## config.mk

```make
export PLATFORM = sky130hd
export DESIGN_NAME = ext_fifo_tx_arbiter
export DESIGN_NICKNAME = d
export VERILOG_FILES = /design/src/rtl/ext_fifo_tx_arbiter.sv
export SDC_FILE = /design/constraint.sdc
export NUM_CORES = 1
export LEC_CHECK = 0
export CAP_MARGIN = 20
export CORE_ASPECT_RATIO = 0.75
export CORE_MARGIN = 3
export CORE_UTILIZATION = 43
export CTS_CLUSTER_SIZE = 14
export DETAILED_ROUTE_END_ITERATION = 8
export MAX_ROUTING_LAYER = met4
export PLACE_DENSITY = 0.88
export SKIP_CTS_REPAIR_TIMING = 1
export SYNTH_ARGS = -nofsm -noshare
export SYNTH_HDL_FRONTEND = slang
export SYNTH_SLANG_ARGS = --single-unit
```

## constraint.sdc

```tcl
create_clock -name clk -period 4.03 [get_ports clk]
set_clock_uncertainty 0.05 [all_clocks]
set_input_delay 1.0075 -clock clk [delete_from_list [all_inputs] [get_ports clk]]
set_output_delay 1.0075 -clock clk [all_outputs]
set_load 0.005 [all_outputs]
```

## src/rtl/ext_fifo_tx_arbiter.sv

```systemverilog
// Packet-granular round-robin arbiter feeding the transceiver's single TX AXI-Stream input.
// Grant holds until tlast; overlong packets are cut at MAX_BEATS, flagged via tuser, and their tail drained.
module ext_fifo_tx_arbiter #(
    parameter int unsigned NUM_SRC   = 4,
    parameter int unsigned DATA_W    = 8,
    parameter int unsigned MAX_BEATS = 1536
) (
    input  logic                        clk,
    input  logic                        rst,
    input  logic [NUM_SRC*DATA_W-1:0]   s_tdata,
    input  logic [NUM_SRC*8-1:0]        s_tid,
    input  logic [NUM_SRC*8-1:0]        s_tdest,
    input  logic [NUM_SRC-1:0]          s_tkeep,
    input  logic [NUM_SRC-1:0]          s_tuser,
    input  logic [NUM_SRC-1:0]          s_tlast,
    input  logic [NUM_SRC-1:0]          s_tvalid,
    output logic [NUM_SRC-1:0]          s_tready,
    output logic [DATA_W-1:0]           m_axis_tdata,
    output logic [7:0]                  m_axis_tid,
    output logic [7:0]                  m_axis_tdest,
    output logic                        m_axis_tkeep,
    output logic                        m_axis_tuser,
    output logic                        m_axis_tlast,
    output logic                        m_axis_tvalid,
    input  logic                        m_axis_tready,
    output logic [NUM_SRC-1:0]          grant,
    output logic [15:0]                 trunc_cnt
);

    localparam int unsigned IDX_W = (NUM_SRC > 1) ? $clog2(NUM_SRC) : 1;
    localparam int unsigned CNT_W = $clog2(MAX_BEATS + 1);

    typedef enum logic [1:0] {
        IDLE  = 2'd0,
        PASS  = 2'd1,
        DRAIN = 2'd2
    } state_t;

    state_t             state, state_nxt;
    logic [NUM_SRC-1:0] grant_nxt;
    logic [IDX_W-1:0]   owner, owner_nxt;
    logic [IDX_W-1:0]   last_ptr, last_nxt;
    logic [CNT_W-1:0]   beat_cnt, beat_nxt;
    logic [15:0]        trunc_nxt;

    logic               sel_found;
    logic [IDX_W-1:0]   sel_idx;
    logic               beat;

    logic [DATA_W-1:0]  src_data  [NUM_SRC];
    logic [7:0]         src_tid   [NUM_SRC];
    logic [7:0]         src_tdest [NUM_SRC];

    for (genvar i = 0; i < NUM_SRC; i++) begin : g_unpack
        assign src_data[i]  = s_tdata[i*DATA_W +: DATA_W];
        assign src_tid[i]   = s_tid[i*8 +: 8];
        assign src_tdest[i] = s_tdest[i*8 +: 8];
    end

    // First valid requester strictly after the last-served source, wrapping around
    always_comb begin
        sel_found = 1'b0;
        sel_idx   = '0;
        for (int unsigned k = 1; k <= NUM_SRC; k++) begin
            if (!sel_found && s_tvalid[IDX_W'((32'(last_ptr) + k) % NUM_SRC)]) begin
                sel_found = 1'b1;
                sel_idx   = IDX_W'((32'(last_ptr) + k) % NUM_SRC);
            end
        end
    end

    always_ff @(posedge clk or posedge rst) begin
        if (rst) begin
            state     <= IDLE;
            grant     <= '0;
            owner     <= '0;
            last_ptr  <= IDX_W'(NUM_SRC - 1);
            beat_cnt  <= '0;
            trunc_cnt <= '0;
        end else begin
            state     <= state_nxt;
            grant     <= grant_nxt;
            owner     <= owner_nxt;
            last_ptr  <= last_nxt;
            beat_cnt  <= beat_nxt;
            trunc_cnt <= trunc_nxt;
        end
    end

    always_comb begin
        state_nxt     = state;
        grant_nxt     = grant;
        owner_nxt     = owner;
        last_nxt      = last_ptr;
        beat_nxt      = beat_cnt;
        trunc_nxt     = trunc_cnt;
        beat          = 1'b0;
        s_tready      = '0;
        m_axis_tdata  = '0;
        m_axis_tid    = '0;
        m_axis_tdest  = '0;
        m_axis_tkeep  = 1'b0;
        m_axis_tuser  = 1'b0;
        m_axis_tlast  = 1'b0;
        m_axis_tvalid = 1'b0;

        unique case (state)
            IDLE: begin
                if (sel_found) begin
                    grant_nxt = NUM_SRC'(1) << sel_idx;
                    owner_nxt = sel_idx;
                    state_nxt = PASS;
                end
            end

            PASS: begin
                m_axis_tdata  = src_data[owner];
                m_axis_tid    = src_tid[owner];
                m_axis_tdest  = src_tdest[owner];
                m_axis_tkeep  = s_tkeep[owner];
                m_axis_tuser  = s_tuser[owner];
                m_axis_tlast  = s_tlast[owner];
                m_axis_tvalid = s_tvalid[owner];
                s_tready      = grant & {NUM_SRC{m_axis_tready}};
                beat          = s_tvalid[owner] & m_axis_tready;
                if (beat) begin
                    if (s_tlast[owner]) begin
                        beat_nxt  = '0;
                        last_nxt  = owner;
                        grant_nxt = '0;
                        state_nxt = IDLE;
                    end else if (beat_cnt == CNT_W'(MAX_BEATS - 1)) begin
                        // Cap reached without tlast: terminate downstream and flag it
                        m_axis_tlast = 1'b1;
                        m_axis_tuser = 1'b1;
                        beat_nxt     = '0;
                        if (trunc_cnt != 16'hFFFF) begin
                            trunc_nxt = trunc_cnt + 16'd1;
                        end
                        state_nxt = DRAIN;
                    end else begin
                        beat_nxt = beat_cnt + CNT_W'(1);
                    end
                end
            end

            DRAIN: begin
                s_tready = grant;
                if (s_tvalid[owner] && s_tlast[owner]) begin
                    last_nxt  = owner;
                    grant_nxt = '0;
                    state_nxt = IDLE;
                end
            end

            default: begin
                grant_nxt = '0;
                beat_nxt  = '0;
                state_nxt = IDLE;
            end
        endcase
    end

endmodule

```

# Word level (Yosys, flattened, before mapping)
# Index checks and enable logic that the tools add are counted.
[classes]
add_sub_neg = 6
order_cmp = 6
eq_ne = 9
shifts = 1
n_mux = 66
n_bitwise = 5
n_reduce_logical = 16
[ops]
columns = ["cell", "n"]
rows = [
  ["2-to-1 mux 8 bit", 9],
  ["binary-select mux 8 bit (select 2 bit)", 3],
  ["2-to-1 mux 11 bit", 3],
  ["2-to-1 mux 2 bit", 12],
  ["2-to-1 mux 1 bit", 22],
  ["case mux 11 bit (2 select lines)", 1],
  ["adder 16 x 1 -> 16 bit, second input constant", 1],
  ["binary-select mux 1 bit (select 2 bit)", 8],
  ["2-to-1 mux 4 bit", 4],
  ["!= test 16 bit, second input constant", 1],
  ["< comparator 2 x 3 -> 1 bit, second input constant", 5],
  ["case mux 4 bit (3 select lines)", 1],
  ["AND reduction 4 bit", 3],
  ["adder 11 x 1 -> 11 bit, second input constant", 1],
  ["== test 11 bit, second input constant", 1],
  ["!= test 2 bit, second input constant", 4],
  ["case mux 4 bit (2 select lines)", 1],
  ["case mux 2 bit (3 select lines)", 1],
  ["AND reduction 5 bit", 1],
  ["adder 2 x 1 -> 2 bit, second input constant", 2],
  ["adder 2 bit, second input constant", 2],
  ["bitwise AND 4 bit", 1],
  ["logical AND 1 bit", 4],
  ["case mux 2 bit (2 select lines)", 1],
  ["13 further kinds", 17],
]
[word_totals]
regBits = 37
out_inout_bits = 52
wordCells = 115

# Logic depth before layout (Yosys ltp)
[depth]
word_depth = 16
depth_mapped = 8
ltp_nobuf = 7

# Least setup slack after synthesis
# OpenSTA, ideal clock, no wires.
[synth_timing]
path_type = "input to output"
start = "input s_tlast[3]"
end = "output m_axis_tuser"
t_arrival_ns = 1.724
required_ns = 2.973
setup_slack_ns = 1.249
cell_stages = 3
path_buffers = 0
cell_sequence = "mux4_2 -> nor2_1 -> o21a_1"
[synth_between]
elab_chain_cells = 5
[synth_rtl]
columns = ["element", "line_no", "text"]
rows = [
  ["start: declaration", "15", "input logic [NUM_SRC-1:0] s_tlast,"],
  ["binary-select mux 1 bit (select 2 bit)", "127", "if (s_tlast[owner]) begin"],
  ["2-to-1 mux 1 bit (implied by the code)", "127", ""],
  ["2-to-1 mux 1 bit", "127", ""],
  ["2-to-1 mux 1 bit", "126", "if (beat) begin"],
  ["2-to-1 mux 1 bit", "107", "unique case (state)"],
  ["end: declaration", "22", "output logic m_axis_tuser,"],
]
# Every way passes these cells. The select of a mux whose other input is x is not followed.

# Final worst setup path
[layout_timing]
start = "input s_tvalid[0]"
end = "output m_axis_tuser"
[layout_between]
elab_chain_cells = 5
[layout_rtl]
columns = ["element", "line_no", "text"]
rows = [
  ["start: declaration", "16", "input logic [NUM_SRC-1:0] s_tvalid,"],
  ["binary-select mux 1 bit (select 2 bit)", "125", "beat = s_tvalid[owner] & m_axis_tready;"],
  ["2-to-1 mux 1 bit (implied by the code)", "125", ""],
  ["bitwise AND 1 bit", "125", ""],
  ["2-to-1 mux 1 bit", "126", ""],
  ["2-to-1 mux 1 bit", "107", ""],
]
# Every way passes these cells. The select of a mux whose other input is x is not followed.

==> flow_metrics.env <==
export IMPL_status="finished, final reports clean"
export IMPL_async_reset_ff_frac=1.00
export IMPL_grt_first_pass_wirelength_mm=16.3
export IMPL_antenna_found_initial=0
export IMPL_drt_first_pass_iters=6
export IMPL_ys_seq_area_frac=0.304
export IMPL_path_class="input port to output pin"
export IMPL_setup_viol=0
export IMPL_synth_area_per_cell_um2=10.7
export IMPL_hold_depth=1
export IMPL_cts_buffers_inserted=5
export IMPL_grt_usage=0.268
export IMPL_ioPinCount=167
export IMPL_drtIter0Drc=131
export IMPL_p_comb_frac=0.639
export IMPL_post_place_ws_ns=0.0871
export IMPL_coreArea_um2=6570
export IMPL_yosys_area_top_type_share=0.287
export IMPL_cts_htree_levels=2
export IMPL_hp_class="register to register"
export IMPL_ys_ff_latch=37
export IMPL_power_switching_uw=865
export IMPL_power_leakage_uw=0.00193
export IMPL_wl_per_cell_um=20.0
export IMPL_critPathCaptureType="output pin"
export IMPL_root_buffer="clkbuf_8"
export IMPL_synth_top_cells_by_count="35 x dfrtp_1, 30 x and2_1, 28 x mux4_2, 26 x nand2_1, 18 x o21ai_0"
export IMPL_path_clk_slew_ns=0.08
export IMPL_synth_cell_types=56
export IMPL_maxCapViolations=0
export IMPL_fmax_mhz=251
export IMPL_num_rows=25
export IMPL_layout_setup_ws_ns=0.0532
export IMPL_cts_buffer_depth=2
export IMPL_min_from="trunc_cnt[5]$_DFFE_PP0P_"
export IMPL_synth_fp_nets=406
export IMPL_reg2reg_depth=6
export IMPL_synth_ff_type="dfrtp_1"
export IMPL_clkPwrFrac=0.117
export IMPL_grt_overflow_total=0
export IMPL_die_w_um=103
export IMPL_synth_cells=286
export IMPL_drc=0
export IMPL_synth_area_um2=3050
export IMPL_grt_pass1_vias=3136
export IMPL_dp_cells=525
export IMPL_synth_top_cell_by_area="dfrtp_1"
export IMPL_r2r_start="owner[1]$_DFFE_PP0P_"
export IMPL_crit_start="s_tvalid[0]"
export IMPL_place_gp_congestion=0.830
export IMPL_antenna_left=0
export IMPL_yosys_warnings=0
export IMPL_fp_dieH_um=78.9
export IMPL_vias=3016
export IMPL_dieArea_um2=8150
export IMPL_maxSlewViolCount=0
export IMPL_instances_no_fill=533
export IMPL_antennaDiodeCount=0
export IMPL_cts_tree="built"
export IMPL_crit_reg2reg_capture="trunc_cnt[5]$_DFFE_PP0P_"
export IMPL_cp_arrival_ns=2.92
export IMPL_slew_headroom=0.508
export IMPL_crit_path_start_kind="input port"
export IMPL_p_int_uw=1430
export IMPL_finalWirelength_mm=10.7
export IMPL_clkSinkCount=37
export IMPL_p_seq_frac=0.244
export IMPL_drive_gt1_frac=0.155
export IMPL_syn_to_final_growth_pct=59.6
export IMPL_hpwl_mm=8.73
export IMPL_worst_path_max_fanout=5
export IMPL_timing_final_crit_share=0.987
export IMPL_clock_latency_ns=0.30
export IMPL_avgViaCountPerCell=5.66
export IMPL_p_per_area_nw_per_um2=471
export IMPL_cp_required_ns=2.97
export IMPL_yosysMostFrequentCell="dfrtp_1"
export IMPL_regToRegSetupSlack_ns=1.33
export IMPL_ir_drop_uv=261
export IMPL_placed_area_um2=4770
export IMPL_yosys_top_cells_area="dfrtp_1 29%, mux4_2 21%, and2_1 6.2%"
export IMPL_swShare=0.377
export IMPL_initial_core_util=0.464
export IMPL_hold_end="trunc_cnt[5]$_DFFE_PP0P_"
export IMPL_grt_max_degree=38
export IMPL_nNetsFinal=572
export IMPL_setup_tns_ns=0
export IMPL_layout_min_cycle_time_ns=3.98
export IMPL_fin_area_um2=4870
export IMPL_synth_edf_count=0
export IMPL_io_buffers=166
export IMPL_final_hold_viol_count=0
export IMPL_max_slew_worst_pin_slew_ns=0.737
export IMPL_final_util=0.741
## registers in the layout, indices dropped and copies added, names as in the netlist
| signal | flops |
|---|---|
| owner | 2 |
| last_ptr | 2 |
| grant | 4 |
| beat_cnt | 11 |
| state | 2 |
| trunc_cnt | 16 |
## layout by cell type (no fill, tap or decap), types with 2 or more instances in the layout
cell / count
nor3_2: 3
nand2b_1: 8
and3b_1: 2
nand2_1: 26
mux2i_1: 3
mux4_2: 28
o21a_1: 3
o41ai_1: 3
and3_1: 4
nor2b_1: 4
clkdlybuf4s50_1: 165
and2_1: 30
nor4_2: 2
nor3b_1: 2
o31ai_1: 6
dfrtp_1: 34
clkbuf_8: 6
inv_1: 6
nor2_1: 9
xor2_1: 13
dfstp_2: 2
nand4_1: 5
a21oi_1: 6
ha_1: 5
mux2_2: 6
nor4_1: 2
buf_4: 8
nand3_1: 9
or2_2: 2
nor3_1: 5
o21ai_0: 18
o22ai_2: 2
## worst max-delay path: stages
cell and delay (ns):
clkdlybuf4s50_1 0.56, mux2i_1 0.16, o22ai_2 0.31, nand2_2 0.11, nor2_1 0.13, o21a_1 0.12, clkdlybuf4s50_1 0.52
## per-layer routing
layer	global-route usage	routed length, um	vias to the layer above
li1	-	-	1399
met1	0.332	4280	1507
met2	0.449	5720	92
met3	0.0571	466	18
met4	0.0647	199	0
met5	-	0	-
## cell type report
class / count / area, um2
Multi-Input combinational cell: 228 / 2000
Timing Repair Buffer: 174 / 1720
Fill cell: 468 / 1700
Sequential cell: 37 / 930
Tap cell: 81 / 101
Clock buffer: 7 / 86.3
Inverter: 6 / 22.5
## metrics by stage
stage | total power (uW) | hold WS, ns
floorplan | 1420 | 0.391
global placement | 1970 | 0.411
detailed placement | 2020 | 0.425
CTS | 2290 | 0.440
global route | 2440 | 0.458
finish | 2290 | 0.444
## power by group through the flow
stage / logic, uW / registers [uW] / clock network, uW
2_1_floorplan: 942 / 473 / 0
3_3_place_gp: 1410 / 556 / 0
3_5_place_dp: 1450 / 564 / 0
4_1_cts: 1470 / 560 / 268
5_1_grt: 1580 / 575 / 288
6_report: 1470 / 559 / 269
## cells by family after synthesis
group	share of synthesized area
AO/OA/AOI/OAI	0.112
adder cells (fa/ha/maj)	0.0205
flip-flops	0.304
buffers and inverters	0.0386
multiplexers	0.247
AND/OR/NAND/NOR	0.237
XOR/XNOR	0.0402
## worst max path at each step
| stage | endpoint | slack (ns) | cells past startpoint |
|---|---|---|---|
| final | m_axis_tuser | 0.05 | 7 |
| after global routing | m_axis_tuser | -0.03 | 7 |
| after CTS | m_axis_tuser | 0.06 | 7 |
| after detailed placement | m_axis_tuser | 0.09 | 7 |
| after global placement | m_axis_tuser | 0.15 | 7 |
| after floorplan | m_axis_tuser | 1.25 | 3 |
No activity file was read; power rests on OpenSTA's default activity.
